## src/rtl/mips_bus_arbiter.sv

```systemverilog
// Purpose: arbitrates NUM_PORTS request channels onto one wait-stated memory bus (optional ROUND_ROBIN_EN macro selects round-robin, else fixed priority).
// Latency: 3 cycles minimum per transaction (accept, bus cycle, response), plus one cycle per waitrequest-high cycle.
// Backpressure: requests are accepted only while idle; waitrequest stalls the bus cycle with all bus outputs held stable.
module mips_bus_arbiter #(
    parameter int NUM_PORTS  = 2,
    parameter int ADDR_WIDTH = 32,
    parameter int DATA_WIDTH = 32,
    localparam int BE_WIDTH  = DATA_WIDTH / 8
) (
    input  logic                             clk,
    input  logic                             reset,
    input  logic [NUM_PORTS-1:0]             req_valid,
    input  logic [NUM_PORTS-1:0]             req_write,
    input  logic [NUM_PORTS*ADDR_WIDTH-1:0]  req_address,
    input  logic [NUM_PORTS*DATA_WIDTH-1:0]  req_writedata,
    input  logic [NUM_PORTS*BE_WIDTH-1:0]    req_byteenable,
    output logic [NUM_PORTS-1:0]             req_ready,
    output logic [NUM_PORTS-1:0]             resp_valid,
    output logic [DATA_WIDTH-1:0]            resp_readdata,
    output logic [ADDR_WIDTH-1:0]            address,
    output logic                             read,
    output logic                             write,
    output logic [DATA_WIDTH-1:0]            writedata,
    output logic [BE_WIDTH-1:0]              byteenable,
    input  logic                             waitrequest,
    input  logic [DATA_WIDTH-1:0]            readdata,
    output logic                             busy
);

    localparam int PW = (NUM_PORTS > 1) ? $clog2(NUM_PORTS) : 1;

    typedef enum logic [1:0] {
        S_IDLE  = 2'd0,
        S_ISSUE = 2'd1,
        S_RESP  = 2'd2
    } state_t;

    state_t                 state_q;
    logic [PW-1:0]          gnt_q;
    logic                   read_q;
    logic                   write_q;
    logic [ADDR_WIDTH-1:0]  addr_q;
    logic [DATA_WIDTH-1:0]  wdata_q;
    logic [BE_WIDTH-1:0]    be_q;
    logic [DATA_WIDTH-1:0]  rdata_q;
    logic [NUM_PORTS-1:0]   resp_vld_q;
`ifdef ROUND_ROBIN_EN
    logic [PW-1:0]          ptr_q;
`endif

    logic                   any_vld;
    logic [PW-1:0]          gnt_idx;

    // Pick the port to serve next from the currently valid requests.
    always_comb begin
        any_vld = |req_valid;
        gnt_idx = '0;
`ifdef ROUND_ROBIN_EN
        // Walk downward in distance so the nearest port after the pointer wins last.
        for (int k = NUM_PORTS; k >= 1; k--) begin
            if (req_valid[(int'(ptr_q) + k) % NUM_PORTS]) begin
                gnt_idx = PW'((int'(ptr_q) + k) % NUM_PORTS);
            end
        end
`else
        // Walk downward so the lowest-indexed valid port wins last.
        for (int i = NUM_PORTS - 1; i >= 0; i--) begin
            if (req_valid[i]) begin
                gnt_idx = PW'(i);
            end
        end
`endif
    end

    assign req_ready     = (state_q == S_IDLE && any_vld) ? (NUM_PORTS'(1) << gnt_idx) : '0;
    assign resp_valid    = resp_vld_q;
    assign resp_readdata = rdata_q;
    assign address       = addr_q;
    assign writedata     = wdata_q;
    assign byteenable    = be_q;
    assign read          = read_q;
    assign write         = write_q;
    assign busy          = (state_q != S_IDLE);

    // Transaction FSM: accept in IDLE, run the bus cycle in ISSUE, report in RESP.
    always_ff @(posedge clk or negedge reset) begin
        if (!reset) begin
            state_q    <= S_IDLE;
            gnt_q      <= '0;
            read_q     <= 1'b0;
            write_q    <= 1'b0;
            addr_q     <= '0;
            wdata_q    <= '0;
            be_q       <= '0;
            rdata_q    <= '0;
            resp_vld_q <= '0;
`ifdef ROUND_ROBIN_EN
            ptr_q      <= PW'(NUM_PORTS - 1);
`endif
        end else begin
            case (state_q)
                S_IDLE: begin
                    if (any_vld) begin
                        gnt_q   <= gnt_idx;
                        addr_q  <= req_address[gnt_idx*ADDR_WIDTH +: ADDR_WIDTH];
                        wdata_q <= req_writedata[gnt_idx*DATA_WIDTH +: DATA_WIDTH];
                        be_q    <= req_byteenable[gnt_idx*BE_WIDTH +: BE_WIDTH];
                        read_q  <= ~req_write[gnt_idx];
                        write_q <= req_write[gnt_idx];
`ifdef ROUND_ROBIN_EN
                        ptr_q   <= gnt_idx;
`endif
                        state_q <= S_ISSUE;
                    end
                end
                S_ISSUE: begin
                    // Bus outputs stay frozen until the slave drops waitrequest.
                    if (!waitrequest) begin
                        if (read_q) begin
                            rdata_q <= readdata;
                        end
                        read_q     <= 1'b0;
                        write_q    <= 1'b0;
                        resp_vld_q <= NUM_PORTS'(1) << gnt_q;
                        state_q    <= S_RESP;
                    end
                end
                S_RESP: begin
                    resp_vld_q <= '0;
                    state_q    <= S_IDLE;
                end
                default: begin
                    state_q <= S_IDLE;
                end
            endcase
        end
    end

endmodule

```

## config.mk

```make
export PLATFORM = sky130hd
export DESIGN_NAME = mips_bus_arbiter
export DESIGN_NICKNAME = d
export VERILOG_FILES = /design/src/rtl/mips_bus_arbiter.sv
export SDC_FILE = /design/constraint.sdc
export NUM_CORES = 1
export LEC_CHECK = 0
export ABC_AREA = 1
export CAP_MARGIN = 20
export CORE_ASPECT_RATIO = 2
export CORE_MARGIN = 10
export CORE_UTILIZATION = 34
export CTS_CLUSTER_DIAMETER = 150
export CTS_CLUSTER_SIZE = 16
export DETAILED_ROUTE_END_ITERATION = 8
export GPL_TIMING_DRIVEN = 1
export PLACE_DENSITY = 0.89
export REMOVE_ABC_BUFFERS = 1
export SLEW_MARGIN = 25
export SYNTH_ARGS = -nofsm -noshare
export SYNTH_HDL_FRONTEND = slang
export SYNTH_SLANG_ARGS = --single-unit
export TNS_END_PERCENT = 5
```

## constraint.sdc

```tcl
create_clock -name clk -period 1.4 [get_ports clk]
set_clock_uncertainty 0.15 [all_clocks]
set_input_delay 0.28 -clock clk [delete_from_list [all_inputs] [get_ports clk]]
set_output_delay 0.28 -clock clk [all_outputs]
set_load 0.05 [all_outputs]
```

==> reports/qor.log <==
qor: sta.layout_min_cycle_time 1.740 ns
qor: worst_setup_path.worst-setup-path-type flop to flop
qor: clock_tree.cts_root_buf sky130_fd_sc_hd__clkbuf_16
qor: logic_synthesis.synth_seq_area_share 57.99%
qor: clock_tree.cts.htree.levels 3
qor: floorplan.top_level_ports 282
qor: sta.grt_setup_unrepaired yes
qor: sta.final_hold_viol_count 0
qor: sta.fmaxAchievable 574.6 MHz
qor: routing.drc 0
qor: finish.layout.nets 1026
qor: logic_synthesis.edff_count_synth 0
qor: logic_synthesis.synth_top_cell_by_area sky130_fd_sc_hd__dfrtp_1
qor: pwr.vdd_drop_max 1281 uV
qor: floorplan.coreArea 13360 sq um
qor: sta.maxSlewViolCount 0
qor: global_route.grt_max_degree 61
qor: routing.vias_per_cell 5.136
qor: finish.fillCellCount 861
qor: placement.place_ws -0.4328 ns
qor: global_route.grt_usage 20.64%
qor: floorplan.std_cell_rows 60
qor: logic_synthesis.synth_cell_type_count 20
qor: worst_setup_path.data_arrival_time_of_the_worst_path 1.86 ns
qor: placement.dpl.hpwl 16010 um
qor: pwr.p_int 13.63 mW
qor: finish.area.growth.synth_to_final 106.7%
qor: logic_synthesis.synth_top_area_share 57.99%
qor: sta.worst_slack -0.3403 ns
qor: pwr.fraction_of_power_spent_switching_nets 46.01%
qor: sta.timing.final.setup_violations 108
qor: logic_synthesis.ys_dominant_reg_cell sky130_fd_sc_hd__dfrtp_1
qor: job.drv.max_cap_violation_count 0
qor: run_status.outcome complete, but fails checks
qor: logic_synthesis.synthTopCellsByArea sky130_fd_sc_hd__dfrtp_1 (58%), sky130_fd_sc_hd__nand2_1 (20%), sky130_fd_sc_hd__nand3_1 (15%)
qor: pwr.p_total 25.25 mW
qor: min_path.hp-class primary input to async pin
qor: floorplan.floorplan_die_height 184.8 um
qor: sta.min_period_over_period 124.3%
qor: sta.worstMarginPinSlew 0.2921 ns
qor: pwr.power_frac_seq 24.6%
qor: floorplan.floorplan.initialDensity 34.55%
qor: pwr.power.share.combinational 65.0%
qor: routing.dr.first_iter.drc_count 240
qor: placement.gp_congestion 0.8378
qor: global_route.grt_pass1_vias 5435
qor: sta.setup-tns-final -16.15 ns
qor: routing.dr_total_vias 5208
qor: logic_synthesis.synthesis.yosys.warnings 0
qor: logic_synthesis.synthesis.area_per_instance 8.440 sq um
qor: routing.detail-route-antenna-nets 0
qor: worst_setup_path.crit_path_max_fanout 16
qor: routing.routed_wirelength 20720 um
qor: logic_synthesis.synth-seq-cells 107
qor: clock_tree.clock_latency_on_the_worst_skew_pair 0.34 ns
qor: run_status.failing_checks setup timing
qor: worst_setup_path.timing.critical_path.from_type flop
qor: clock_tree.cts-buffers-inserted 9
qor: placement.placement.io_buffers 281
qor: global_route.antenna_found_initial 2
qor: routing.wl_per_cell 20.44 um
qor: pwr.static-leakage-power 4.446 nW
qor: pwr.cellPowerDensity 2646 nW/um^2
qor: clock_tree.clk_pin_slew_worst_setup_hold_paths 0.08 ns
qor: global_route.globalRoute.totalOverflow 0
qor: clock_tree.tritoncts_clock_tree built
qor: routing.drtPass1Iterations 4
qor: floorplan.fp.dieW 102.4 um
qor: sta.max_slew_margin 80.53%
qor: logic_synthesis.async_reset_ff_share 100.0%
qor: logic_synthesis.synth_most_common_cell sky130_fd_sc_hd__nand2_1
qor: floorplan.die_area 18920 sq um
qor: clock_tree.clock_sinks 107
qor: logic_synthesis.synth_commonest_cells sky130_fd_sc_hd__nand2_1 (241), sky130_fd_sc_hd__nand3_1 (139), sky130_fd_sc_hd__dfrtp_1 (107)
qor: pwr.power_switching 11.62 mW
qor: sta.whs 0.1936 ns
qor: finish.final_layout_size_suffix_gt1_share 24.07%
qor: clock_tree.clockBufferDepth 2
qor: worst_setup_path.endpoint_kind flop
qor: global_route.first_pass_grt_wire_length 30020 um
qor: pwr.clock_power_share 10.4%
qor: logic_synthesis.synthCells 547
qor: logic_synthesis.post_synth_instance_area 4617 sq um
qor: worst_setup_path.crit_required 1.52 ns
-- layout make-up --
cell class	count	area (sq um)	share of cell area, %
clock buffer	11	242.7	2.544
timing repair buffer	327	4484	46.99
inverter	11	41.29	0.4327
sequential	107	2680	28.08
antenna	3	7.507	0.07867
multi-input combinational	395	1827	19.14
clock inverter	5	66.31	0.6949
tap	155	193.9	2.032
-- power groups by stage --
stage / registers, mW / logic [mW] / clock network [mW]
4_1_cts: 6.20 / 16.1 / 2.69
3_5_place_dp: 6.24 / 15.9 / 0
5_1_grt: 6.38 / 17.1 / 2.81
6_report: 6.21 / 16.4 / 2.63
2_1_floorplan: 10.3 / 2.41 / 0
3_3_place_gp: 6.12 / 15.6 / 0
-- timing repair --
item / in CTS / in global routing
hold buffers: 1 / 0
gates cloned: 0 / 4
gates resized for setup: 18 / 28
setup buffers: 6 / 2
endpoints found under the hold margin: 107 / 0
endpoints found under the setup margin: 88 / 118
pin swaps: 4 / 16
-- per-stage QoR --
stage                     cells  instance area (sq um)  utilization (%)
after global routing       1013                   9540            71.40
after CTS                  1005                   9329            69.81
after detailed placement    982                   8914            66.70
after global placement      982                   8914            66.70
final                      1014                   9543            71.41
after floorplan             513                   4428                -
-- registers in the layout, indices dropped and copies added (netlist names) --
register       flops
address           32
resp_readdata     32
writedata         32
byteenable         4
resp_valid         2
state_q            2
gnt_q              1
read               1
write              1
-- worst max-delay path, cell delays in order, from the launching register on --
cell and delay, ns:
sky130_fd_sc_hd__dfrtp_1 0.43, sky130_fd_sc_hd__inv_2 0.10, sky130_fd_sc_hd__buf_4 0.10, sky130_fd_sc_hd__buf_4 0.09, sky130_fd_sc_hd__buf_4 0.10, sky130_fd_sc_hd__nand3_4 0.08, sky130_fd_sc_hd__nor2_4 0.24, sky130_fd_sc_hd__clkbuf_16 0.23
sky130_fd_sc_hd__nand2_1 0.07, sky130_fd_sc_hd__nand2_1 0.09
-- logic make-up after synthesis --
family          count (synthesis)  share of synthesized area [%]
simple gates                  390                          36.34
flops                         107                          57.99
buf+inv                        45                          4.986
compound gates                  5                         0.6775
-- worst paths after layout --
| path | start | endpoint | slack, ns | cells after the start |
|---|---|---|---|---|
| setup / recovery | state_q[1] | resp_readdata[29] | -0.34 | 9 |
| hold / removal | reset | address[17] | 0.19 | 2 |
| setup reg to reg | state_q[1] | resp_readdata[29] | -0.34 | 9 |
| hold reg to reg | resp_readdata[28] | resp_readdata[28] | 0.39 | 2 |
| max in group asynchronous | reset | writedata[9] | 0.36 | 3 |
| min in group clk | readdata[20] | resp_readdata[20] | 0.33 | 3 |
-- per-layer routing --
layer / share of wire, % / global-route usage [%]
met5: 0 / 0
met4: 5.1 / 12.09
met3: 6.8 / 5.674
met2: 56 / 36.87
met1: 32 / 20.47
-- cells in the final DEF, fill, tap and decap left out --
cell type / synthesis / routed
sky130_fd_sc_hd__nand3_1: 139 / 135
sky130_fd_sc_hd__a21oi_1: 1 / 1
sky130_fd_sc_hd__bufinv_16: 0 / 1
sky130_fd_sc_hd__buf_16: 0 / 1
sky130_fd_sc_hd__nand3_2: 0 / 4
sky130_fd_sc_hd__nor2_2: 2 / 1
sky130_fd_sc_hd__clkbuf_8: 0 / 1
sky130_fd_sc_hd__nand2_2: 1 / 14
sky130_fd_sc_hd__dlygate4sd3_1: 0 / 1
sky130_fd_sc_hd__buf_4: 6 / 23
sky130_fd_sc_hd__buf_6: 2 / 7
sky130_fd_sc_hd__nor2_4: 2 / 4
sky130_fd_sc_hd__nand3b_1: 1 / 1
sky130_fd_sc_hd__clkinvlp_4: 0 / 1
sky130_fd_sc_hd__clkbuf_1: 3 / 1
sky130_fd_sc_hd__inv_8: 0 / 1
sky130_fd_sc_hd__inv_2: 3 / 5
sky130_fd_sc_hd__dfrtp_1: 107 / 105
sky130_fd_sc_hd__nor2_1: 3 / 2
sky130_fd_sc_hd__dfrtp_2: 0 / 2
sky130_fd_sc_hd__nand3_4: 1 / 1
sky130_fd_sc_hd__clkbuf_16: 0 / 13
sky130_fd_sc_hd__diode_2: 0 / 3
sky130_fd_sc_hd__inv_1: 8 / 6
sky130_fd_sc_hd__buf_12: 0 / 118
sky130_fd_sc_hd__o31ai_1: 1 / 1
sky130_fd_sc_hd__nand2_1: 241 / 222
sky130_fd_sc_hd__o21ai_4: 0 / 1
sky130_fd_sc_hd__clkdlybuf4s50_1: 0 / 171
sky130_fd_sc_hd__o21ai_1: 0 / 1
sky130_fd_sc_hd__inv_6: 0 / 2
sky130_fd_sc_hd__dlymetal6s2s_1: 0 / 1
sky130_fd_sc_hd__nand2_4: 0 / 6
sky130_fd_sc_hd__o21ai_0: 2 / 1
sky130_fd_sc_hd__dlygate4sd2_1: 0 / 1
Note: power is estimated with default switching activity, not from simulation.
